===== config.mk =====
export PLATFORM = sky130hd
export DESIGN_NAME = tblink_rpc_invoke_mux
export DESIGN_NICKNAME = d
export VERILOG_FILES = /design/src/rtl/tblink_rpc_invoke_mux.sv
export SDC_FILE = /design/constraint.sdc
export NUM_CORES = 1
export LEC_CHECK = 0
export CAP_MARGIN = 20
export CORE_AREA = 2 2 280 282
export DETAILED_ROUTE_END_ITERATION = 12
export DIE_AREA = 0 0 282 284
export SYNTH_ARGS = -nofsm -noshare
export SYNTH_HDL_FRONTEND = slang
export SYNTH_SLANG_ARGS = --single-unit

===== constraint.sdc =====
create_clock -name clock -period 16.7 [get_ports clock]
set_clock_uncertainty 0.1 [all_clocks]
set_input_delay 3.34 -clock clock [delete_from_list [all_inputs] [get_ports clock]]
set_output_delay 3.34 -clock clock [all_outputs]
set_load 0.02 [all_outputs]

===== src/rtl/tblink_rpc_invoke_mux.sv =====
// tblink_rpc_invoke_mux
//   Multi-channel front end for TBLink RPC invocations. N_CHAN invoke channels are
//   round-robin arbitrated into one registered request stream toward the host bridge.
//   Blocking calls are counted per channel (at most MAX_OUTSTAND in flight). Tagged
//   bridge responses are steered into a one-entry response slot per channel.
//
//   Optional feature: define TBLINK_RPC_INVOKE_MUX_TIMEOUT_EN to give each channel a
//   watchdog. When it is enabled, a blocking call that is still unanswered after
//   TIMEOUT_CYCLES completes with an error response (rsp_err=1, rsp_data=0). When it is
//   not defined, rsp_err is constant 0 and blocking calls wait indefinitely.
//
// Ports
//   clock, reset                    rising-edge clock, asynchronous active-high reset
//   req_valid/ready/blocking        per-channel invoke handshake and blocking flag
//   req_method, req_params          per-channel payload, channel c at [c*W +: W]
//   out_valid/ready                 registered request toward the bridge
//   out_chan/blocking/method/params forwarded request fields and channel tag
//   rsp_in_valid/ready/chan/data    tagged response from the bridge
//   rsp_valid/ready/err/data        per-channel response slot
//   err_unexp                       sticky flag: response had no matching call

module tblink_rpc_invoke_mux_chan #(
    parameter int RSP_W          = 64,
    parameter int MAX_OUTSTAND   = 2,
    parameter int TIMEOUT_CYCLES = 1024
) (
    input  logic             clock,
    input  logic             reset,
    input  logic             inc,          // blocking call from this channel granted
    input  logic             rsp_hit,      // accepted bridge response tagged for this channel
    input  logic [RSP_W-1:0] rsp_in_data,
    input  logic             rsp_ready,
    output logic             rsp_valid,
    output logic             rsp_err,
    output logic [RSP_W-1:0] rsp_data,
    output logic             at_max,
    output logic             slot_free,
    output logic             unexp
);
    localparam int OW = $clog2(MAX_OUTSTAND + 1);

    logic [OW-1:0] outstand;
    logic          live, load_rsp, tmo_fire, dec;

    assign live      = (outstand != '0);
    assign at_max    = (outstand == OW'(MAX_OUTSTAND));
    // A slot that drains this cycle can take a new response in the same cycle.
    assign slot_free = !rsp_valid || rsp_ready;
    assign unexp     = rsp_hit && !live;
    assign load_rsp  = rsp_hit && live;
    assign dec       = load_rsp || tmo_fire;

`ifdef TBLINK_RPC_INVOKE_MUX_TIMEOUT_EN
    localparam int TW = (TIMEOUT_CYCLES > 1) ? $clog2(TIMEOUT_CYCLES) : 1;
    logic [TW-1:0] tmo_cnt;

    // The counter saturates one short of the limit; firing happens on the edge that
    // would reach the limit, and stalls there while the slot is occupied or a bridge
    // response is being taken this cycle.
    assign tmo_fire = live && (tmo_cnt == TW'(TIMEOUT_CYCLES - 1)) && slot_free && !rsp_hit;

    always_ff @(posedge clock or posedge reset) begin
        if (reset)
            tmo_cnt <= '0;
        else if (!live || rsp_hit || tmo_fire)
            tmo_cnt <= '0;
        else if (tmo_cnt != TW'(TIMEOUT_CYCLES - 1))
            tmo_cnt <= tmo_cnt + 1'b1;
    end
`else
    assign tmo_fire = 1'b0;
`endif

    always_ff @(posedge clock or posedge reset) begin
        if (reset)
            outstand <= '0;
        else if (inc && !dec)
            outstand <= outstand + 1'b1;
        else if (dec && !inc)
            outstand <= outstand - 1'b1;
    end

    always_ff @(posedge clock or posedge reset) begin
        if (reset) begin
            rsp_valid <= 1'b0;
            rsp_err   <= 1'b0;
            rsp_data  <= '0;
        end else if (load_rsp) begin
            rsp_valid <= 1'b1;
            rsp_err   <= 1'b0;
            rsp_data  <= rsp_in_data;
        end else if (tmo_fire) begin
            rsp_valid <= 1'b1;
            rsp_err   <= 1'b1;
            rsp_data  <= '0;
        end else if (rsp_valid && rsp_ready) begin
            rsp_valid <= 1'b0;
            rsp_err   <= 1'b0;
        end
    end
endmodule

module tblink_rpc_invoke_mux #(
    parameter int N_CHAN         = 4,
    parameter int METHOD_W       = 8,
    parameter int PARAM_W        = 64,
    parameter int RSP_W          = 64,
    parameter int MAX_OUTSTAND   = 2,
    parameter int TIMEOUT_CYCLES = 1024,
    localparam int CW            = (N_CHAN > 1) ? $clog2(N_CHAN) : 1
) (
    input  logic                       clock,
    input  logic                       reset,
    input  logic [N_CHAN-1:0]          req_valid,
    output logic [N_CHAN-1:0]          req_ready,
    input  logic [N_CHAN-1:0]          req_blocking,
    input  logic [N_CHAN*METHOD_W-1:0] req_method,
    input  logic [N_CHAN*PARAM_W-1:0]  req_params,
    output logic                       out_valid,
    input  logic                       out_ready,
    output logic [CW-1:0]              out_chan,
    output logic                       out_blocking,
    output logic [METHOD_W-1:0]        out_method,
    output logic [PARAM_W-1:0]         out_params,
    input  logic                       rsp_in_valid,
    output logic                       rsp_in_ready,
    input  logic [CW-1:0]              rsp_in_chan,
    input  logic [RSP_W-1:0]           rsp_in_data,
    output logic [N_CHAN-1:0]          rsp_valid,
    input  logic [N_CHAN-1:0]          rsp_ready,
    output logic [N_CHAN-1:0]          rsp_err,
    output logic [N_CHAN*RSP_W-1:0]    rsp_data,
    output logic                       err_unexp
);
    logic [N_CHAN-1:0] elig, at_max, slot_free, unexp, rsp_hit, grant_blk;
    logic [CW-1:0]     ptr, gnt_idx;
    logic              gnt_any, load, rsp_chan_ok;

    // Nothing is accepted while reset is held, so no requester sees a spurious ready.
    assign load = !reset && (!out_valid || out_ready);
    assign elig = req_valid & ~(req_blocking & at_max);

    // Round robin: scan downward so the eligible channel closest to ptr wins.
    always_comb begin
        int k;
        k       = 0;
        gnt_any = 1'b0;
        gnt_idx = '0;
        for (int i = N_CHAN - 1; i >= 0; i--) begin
            k = int'(ptr) + i;
            if (k >= N_CHAN) k = k - N_CHAN;
            if (elig[k]) begin
                gnt_any = 1'b1;
                gnt_idx = CW'(k);
            end
        end
    end

    always_comb begin
        req_ready = '0;
        if (load && gnt_any) req_ready[gnt_idx] = 1'b1;
    end
    assign grant_blk = req_ready & req_blocking;

    always_ff @(posedge clock or posedge reset) begin
        if (reset) begin
            out_valid    <= 1'b0;
            out_chan     <= '0;
            out_blocking <= 1'b0;
            out_method   <= '0;
            out_params   <= '0;
            ptr          <= '0;
        end else if (load) begin
            out_valid <= gnt_any;
            if (gnt_any) begin
                out_chan     <= gnt_idx;
                out_blocking <= req_blocking[gnt_idx];
                out_method   <= req_method[gnt_idx*METHOD_W +: METHOD_W];
                out_params   <= req_params[gnt_idx*PARAM_W +: PARAM_W];
                ptr          <= (gnt_idx == CW'(N_CHAN - 1)) ? '0 : gnt_idx + 1'b1;
            end
        end
    end

    // Tags outside the channel range are always taken and then dropped.
    assign rsp_chan_ok  = ({1'b0, rsp_in_chan} < (CW + 1)'(N_CHAN));
    assign rsp_in_ready = !rsp_chan_ok || slot_free[rsp_in_chan];

    for (genvar c = 0; c < N_CHAN; c++) begin : g_chan
        assign rsp_hit[c] = rsp_in_valid && rsp_in_ready && rsp_chan_ok && (rsp_in_chan == CW'(c));

        tblink_rpc_invoke_mux_chan #(
            .RSP_W(RSP_W), .MAX_OUTSTAND(MAX_OUTSTAND), .TIMEOUT_CYCLES(TIMEOUT_CYCLES)
        ) u_chan (
            .clock(clock), .reset(reset), .inc(grant_blk[c]), .rsp_hit(rsp_hit[c]),
            .rsp_in_data(rsp_in_data), .rsp_ready(rsp_ready[c]), .rsp_valid(rsp_valid[c]),
            .rsp_err(rsp_err[c]), .rsp_data(rsp_data[c*RSP_W +: RSP_W]), .at_max(at_max[c]),
            .slot_free(slot_free[c]), .unexp(unexp[c])
        );
    end

    always_ff @(posedge clock or posedge reset) begin
        if (reset)
            err_unexp <= 1'b0;
        else if ((rsp_in_valid && rsp_in_ready && !rsp_chan_ok) || (|unexp))
            err_unexp <= 1'b1;
    end
endmodule


==> impl_metrics.toml, run 1 <==
[outcome]
status = "complete, no violations"

[finish]
area_delta_synth_final_pct = 62.08
register_area_sq_um = 8683
drive_gt1_share_pct = 22.38
multi_input_area_sq_um = 6279
fin_nets = 2142
num-fill-cells = 7663
stdcell_count = 2843

[floorplanning]
die_w_um = 282
fp.coreArea_sq_um = 76960
die_h_um = 284
die-area_sq_um = 80090
start_util_pct = 20.03
row_count = 102
pin_count = 716

[min_path]
worst_hold_path_type = "reg -> reg"

[synthesis]
async_flop_share_pct = 100.0
synth_top_area_share_pct = 56.32
syn_area_sq_um = 15420
yosysMostFrequentCell = "dfrtp_1"
synth_ff_type = "dfrtp_1"
avgSynthCellArea_sq_um = 14.40
synth_edf_count = 0
ys_top_cells_by_count = "dfrtp_1 (347), mux2_2 (256), mux2i_1 (147)"
syn_inst = 1071
ys_seq_area_share_pct = 56.32
yosysTopAreaCell = "dfrtp_1"
yosys_register_bits = 347
synthTopCellsByArea = "dfrtp_1 (56%), mux2_2 (19%), mux2i_1 (9.5%), o221ai_2 (4.1%), nand2_1 (2.2%)"
yosys_warnings = 0
synthDistinctLibCells = 46

[sta]
setup_ws_ps = 6779
fin_worst_hold_slack_ps = 370.1
timing.final.crit_share_pct = 59.41
final_max_slew_viol_count = 0
setup_tns_ps = 0
period_minus_slack_ps = 9921
setup_viol = 0
slew_headroom_pct = 34.38
timing.fmax_ghz = 0.1008
worst_slew_pin_slew_ps = 984.3
rsz0062_at_grt = "false"
hold_viol = 0

[worst_setup_path]
endpoint_kind = "output pin"
timing.critical_path.cells = "clkdlybuf4s50_1, nand3b_1, nand2_1, a221oi_4, buf_12, nor2b_1, clkdlybuf4s50_1"
crit_type = "in -> out"
worstPathMaxFanout = 101
crit_family = "buffers and inverters"
worst_path_largest_cell_delay_ps = 620
timing.critical_path.mode_cell = "clkdlybuf4s50_1"
critPathSlowestCell = "clkdlybuf4s50_1"
crit_required_ps = 13260
cp.arrival_ps = 6480
worst-path-buf-inv = 3
cp-start-kind = "input port"

[place]
pre_cts_ws_ps = 6792
port_buffers = 711
dpl.cell_count = 2761
dp_hpwl_um = 44860
gp_congestion = 0.8298

[grt]
overflow = 0
grt_max_degree = 150
grt_use_total_pct = 14.36
antenna_found_initial = 14
grt_pass1_wl_um = 86180
grt_pass1_vias = 12800

[routing]
detail-route-antenna-nets = 0
dr.pass1.iters = 4
avgRoutedWirePerCell_um = 21.19
routed_wl_um = 60240
drc = 0
vias = 11860
first_iter_violations = 408
post_drt_via_cell_ratio = 4.172

[cts]
clk_latency_ps = 570
cts_tree = "built"
cts_max_level = 2
cts_num_sinks = 347
numCtsBuffers = 43
ctsResizeCount = 0
clockRootBuffer = "clkbuf_16"
cts.hold.buffers_added = 0
path_clk_slew_ps = 50
cts_buffer_depth = 3
post-cts-setup-buffer-count = 0

[power_and_ir_drop]
p_total_mw = 4.812
ir_drop_mv = 0.1154
powerDensity_nw_per_um2 = 192.6
leakage_nw = 10.32

[run]
cap_violations = 0
## cells by family after synthesis
family          synth area share, %
other cells                 0.02432
mux                           28.39
flops                         56.32
simple gates                  3.912
fa+ha+maj                    0.4058
compound gates                6.898
buf+inv                       3.368
xor+xnor                     0.6817
## cell type report
type / count / area share, %
flip-flops and latches: 347 / 34.75
inverters: 7 / 0.1352
multi-input cells: 642 / 25.13
clock buffers: 54 / 4.752
repair buffers: 726 / 29.08
clock inverters: 20 / 0.8763
diodes: 7 / 0.07010
well taps: 1040 / 5.208
## metrics by stage
step                      cell area [sq um]  util, %
after CTS                             24950    32.42
after global routing                  24970    32.45
after global placement                23540    30.59
final                                 24990    32.47
after detailed placement              23540    30.59
after floorplan                       15430        -
## cell usage in the layout (no fill, tap or decap), types with 2 or more instances in the layout
cell type / Yosys / layout
o21ai_0: 3 / 2
nor2_1: 9 / 8
nand3b_1: 2 / 2
dfrtp_1: 347 / 347
o221ai_1: 31 / 31
ha_1: 5 / 5
mux2i_1: 147 / 147
clkbuf_16: 0 / 43
bufinv_16: 0 / 3
nor2b_1: 3 / 3
a311oi_4: 2 / 2
clkbuf_1: 18 / 4
xor2_1: 8 / 8
and3_1: 2 / 2
diode_2: 0 / 7
nand2_1: 89 / 89
nand2b_1: 4 / 4
xnor2_1: 4 / 4
o22ai_1: 2 / 2
nor3b_2: 2 / 2
nand2b_4: 2 / 3
inv_1: 6 / 5
buf_12: 0 / 3
clkbuf_8: 0 / 7
and3b_1: 2 / 2
clkinv_2: 0 / 13
and2_1: 2 / 2
conb_1: 1 / 4
nor3_1: 4 / 4
mux2_2: 256 / 256
buf_4: 15 / 12
clkdlybuf4s50_1: 0 / 711
o221ai_2: 42 / 42
## worst paths after layout
path	start	endpoint	slack [ps]	depth (start not counted)
max in group asynchronous	reset	out_method[1]	11570	3
worst max-delay path	req_blocking[3]	req_ready[1]	6780	7
worst min-delay path	err_unexp	err_unexp	370	1
worst max register to register	g_chan[3].u_chan.outstand[0]	out_params[0]	13070	7
worst min register to register	err_unexp	err_unexp	370	1
min in group asynchronous	reset	g_chan[1].u_chan.rsp_data[26]	3440	2
## metal layers
layer	GRT usage (%)	vias to the layer above	share of wire (%)	routed length [um]
li1	-	5330	-	-
met1	15.15	5948	36	21860
met2	26.80	494	52	31380
met3	4.800	87	8.7	5251
met4	3.949	2	2.9	1730
met5	0	-	0.022	13
## state kept, by name, indices dropped and copies added (netlist names)
register	cells
ptr	2
out_blocking	1
out_valid	1
g_chan.u_chan.outstand	8
err_unexp	1
out_params	64
out_method	8
g_chan.u_chan.rsp_data	256
out_chan	2
g_chan.u_chan.rsp_valid	4
## where the power goes
part           switching, mW  internal, mW
registers              0.238          1.26
clock network          0.380         0.550
logic                   1.18          1.21
total                   1.80          3.02
Note: power is estimated with default switching activity, not from simulation.
==> inputs of run 2 (changes only) <==
Settings changed: CORE_AREA 2 2 280 282 to 2 2 282 284, DIE_AREA 0 0 282 284 to 0 0 284 286.
Clock period 16.7 ns to 9.1 ns, I/O delays scaled along.
==> impl_metrics.toml, run 2 (synthesis results as in run 1) <==
[finish]
mostFrequentLayoutCells = "clkdlybuf4s50_1 (711), dfrtp_1 (347), mux2_2 (256), mux2i_1 (147), nand2_1 (89)"
fin_nets = 2141
largest_register_ff_count = 256
num-fill-cells = 7874
top_regs = "g_chan.u_chan.rsp_data x256, out_params x64"
stdcell_count = 2862
area_delta_synth_final_pct = 62.61
drive_gt1_share_pct = 22.18
layout_commonest_cell = "clkdlybuf4s50_1"
regMostFlops = "g_chan.u_chan.rsp_data"

[min_path]
worst_hold_path_type = "reg -> reg"

[grt]
antenna_found_initial = 20
use_met1_pct = 15.63
top_usage_layer = "met2"
overflow = 0
grt_max_degree = 187
grt_use_total_pct = 14.25
grt_use_met3_pct = 5.080
grtUsageMet2_pct = 24.56
grt_pass1_vias = 13060
grt_pass1_wl_um = 87690

[floorplanning]
start_util_pct = 19.68
fp.coreArea_sq_um = 78360
pin_count = 716
die-area_sq_um = 81220
die_h_um = 286
die_w_um = 284
row_count = 103

[routing]
vias = 11840
avgRoutedWirePerCell_um = 20.99
post_drt_via_cell_ratio = 4.137
routed_wl_um = 60060
dr.pass1.iters = 6
first_iter_violations = 400
drc = 0
detail-route-antenna-nets = 0

[place]
dp_hpwl_um = 45060
dpl.cell_count = 2771
port_buffers = 711
gp_congestion = 0.9088
pre_cts_ws_ps = 1644

[cts]
path_clk_slew_ps = 50
ctsResizeCount = 0
clk_latency_ps = 570
cts_tree = "built"
cts_max_level = 2
cts_num_sinks = 347
clockRootBuffer = "clkbuf_16"
cts_buffer_depth = 3
numCtsBuffers = 43
cts.hold.buffers_added = 0
post-cts-setup-buffer-count = 0

[sta]
timing.final.crit_share_pct = 80.34
setup_tns_ps = 0
hold_viol = 0
setup_ws_ps = 1789
timing.fmax_ghz = 0.1368
rsz0062_at_grt = "false"
slew_headroom_pct = 17.50
final_max_slew_viol_count = 0
worst_slew_pin_slew_ps = 1238
setup_viol = 0
period_minus_slack_ps = 7311

[worst_setup_path]
worstPathMaxFanout = 42
endpoint_kind = "output pin"
cp-start-kind = "input port"
crit_required_ps = 7180
crit_type = "in -> out"
cp.arrival_ps = 5390

[power_and_ir_drop]
powerDensity_nw_per_um2 = 355.0
leakage_nw = 10.32
p_total_mw = 8.900
ir_drop_mv = 0.2035

[run]
cap_violations = 0

[outcome]
status = "complete, no violations"
run 2: final timing paths:
| check | from | end | slack, ps | depth (start not counted) |
|---|---|---|---|---|
| setup / recovery | req_blocking[3] | req_ready[3] | 1790 | 8 |
| hold / removal | err_unexp | err_unexp | 360 | 1 |
| setup reg to reg | g_chan[2].u_chan.outstand[0] | out_params[32] | 5120 | 7 |
| hold reg to reg | err_unexp | err_unexp | 360 | 1 |
| max in group asynchronous | reset | g_chan[0].u_chan.rsp_data[50] | 6020 | 3 |
| min in group asynchronous | reset | ptr[0] | 1860 | 3 |
run 2: power by group:
| part | switching (mW) | internal (mW) | total (mW) |
|---|---|---|---|
| combinational | 2.17 | 2.21 | 4.38 |
| clock | 0.703 | 1.07 | 1.78 |
| sequential | 0.442 | 2.31 | 2.75 |
| total | 3.31 | 5.59 | 8.90 |
run 2: through the flow:
stage,hold WS [ps],area (sq um),utilization [%]
after floorplan,357.0,15430,-
after global placement,353.8,23550,30.06
after detailed placement,353.1,23550,30.06
after CTS,367.6,25040,31.95
after global routing,388.8,25060,31.99
final,362.6,25070,32.00
run 2: layout make-up:
class                   instances  area [sq um]  area share (%)
flip-flops and latches        347          8683           34.64
repair buffers                725          7247           28.91
multi-input cells             642          6279           25.04
clock buffers                  69          1345           5.365
well taps                    1050          1314           5.240
clock inverters                 9         140.1          0.5590
diodes                         13         32.53          0.1298
inverters                       7         30.03          0.1198
run 2: critical path, cell delays in order:
cell	delay, ps
clkdlybuf4s50_1	600
nand3b_1	250
nand2_1	160
a221oi_4	590
buf_4	660
ha_1	270
and2_1	320
clkdlybuf4s50_1	680
run 2: layer usage:
metal	up-vias	routed length [um]	share of wire (%)
li1	5320	-	-
met3	90	5339	8.9
met4	4	2161	3.6
met5	-	21	0.035
met1	5934	22380	37
met2	493	30160	50
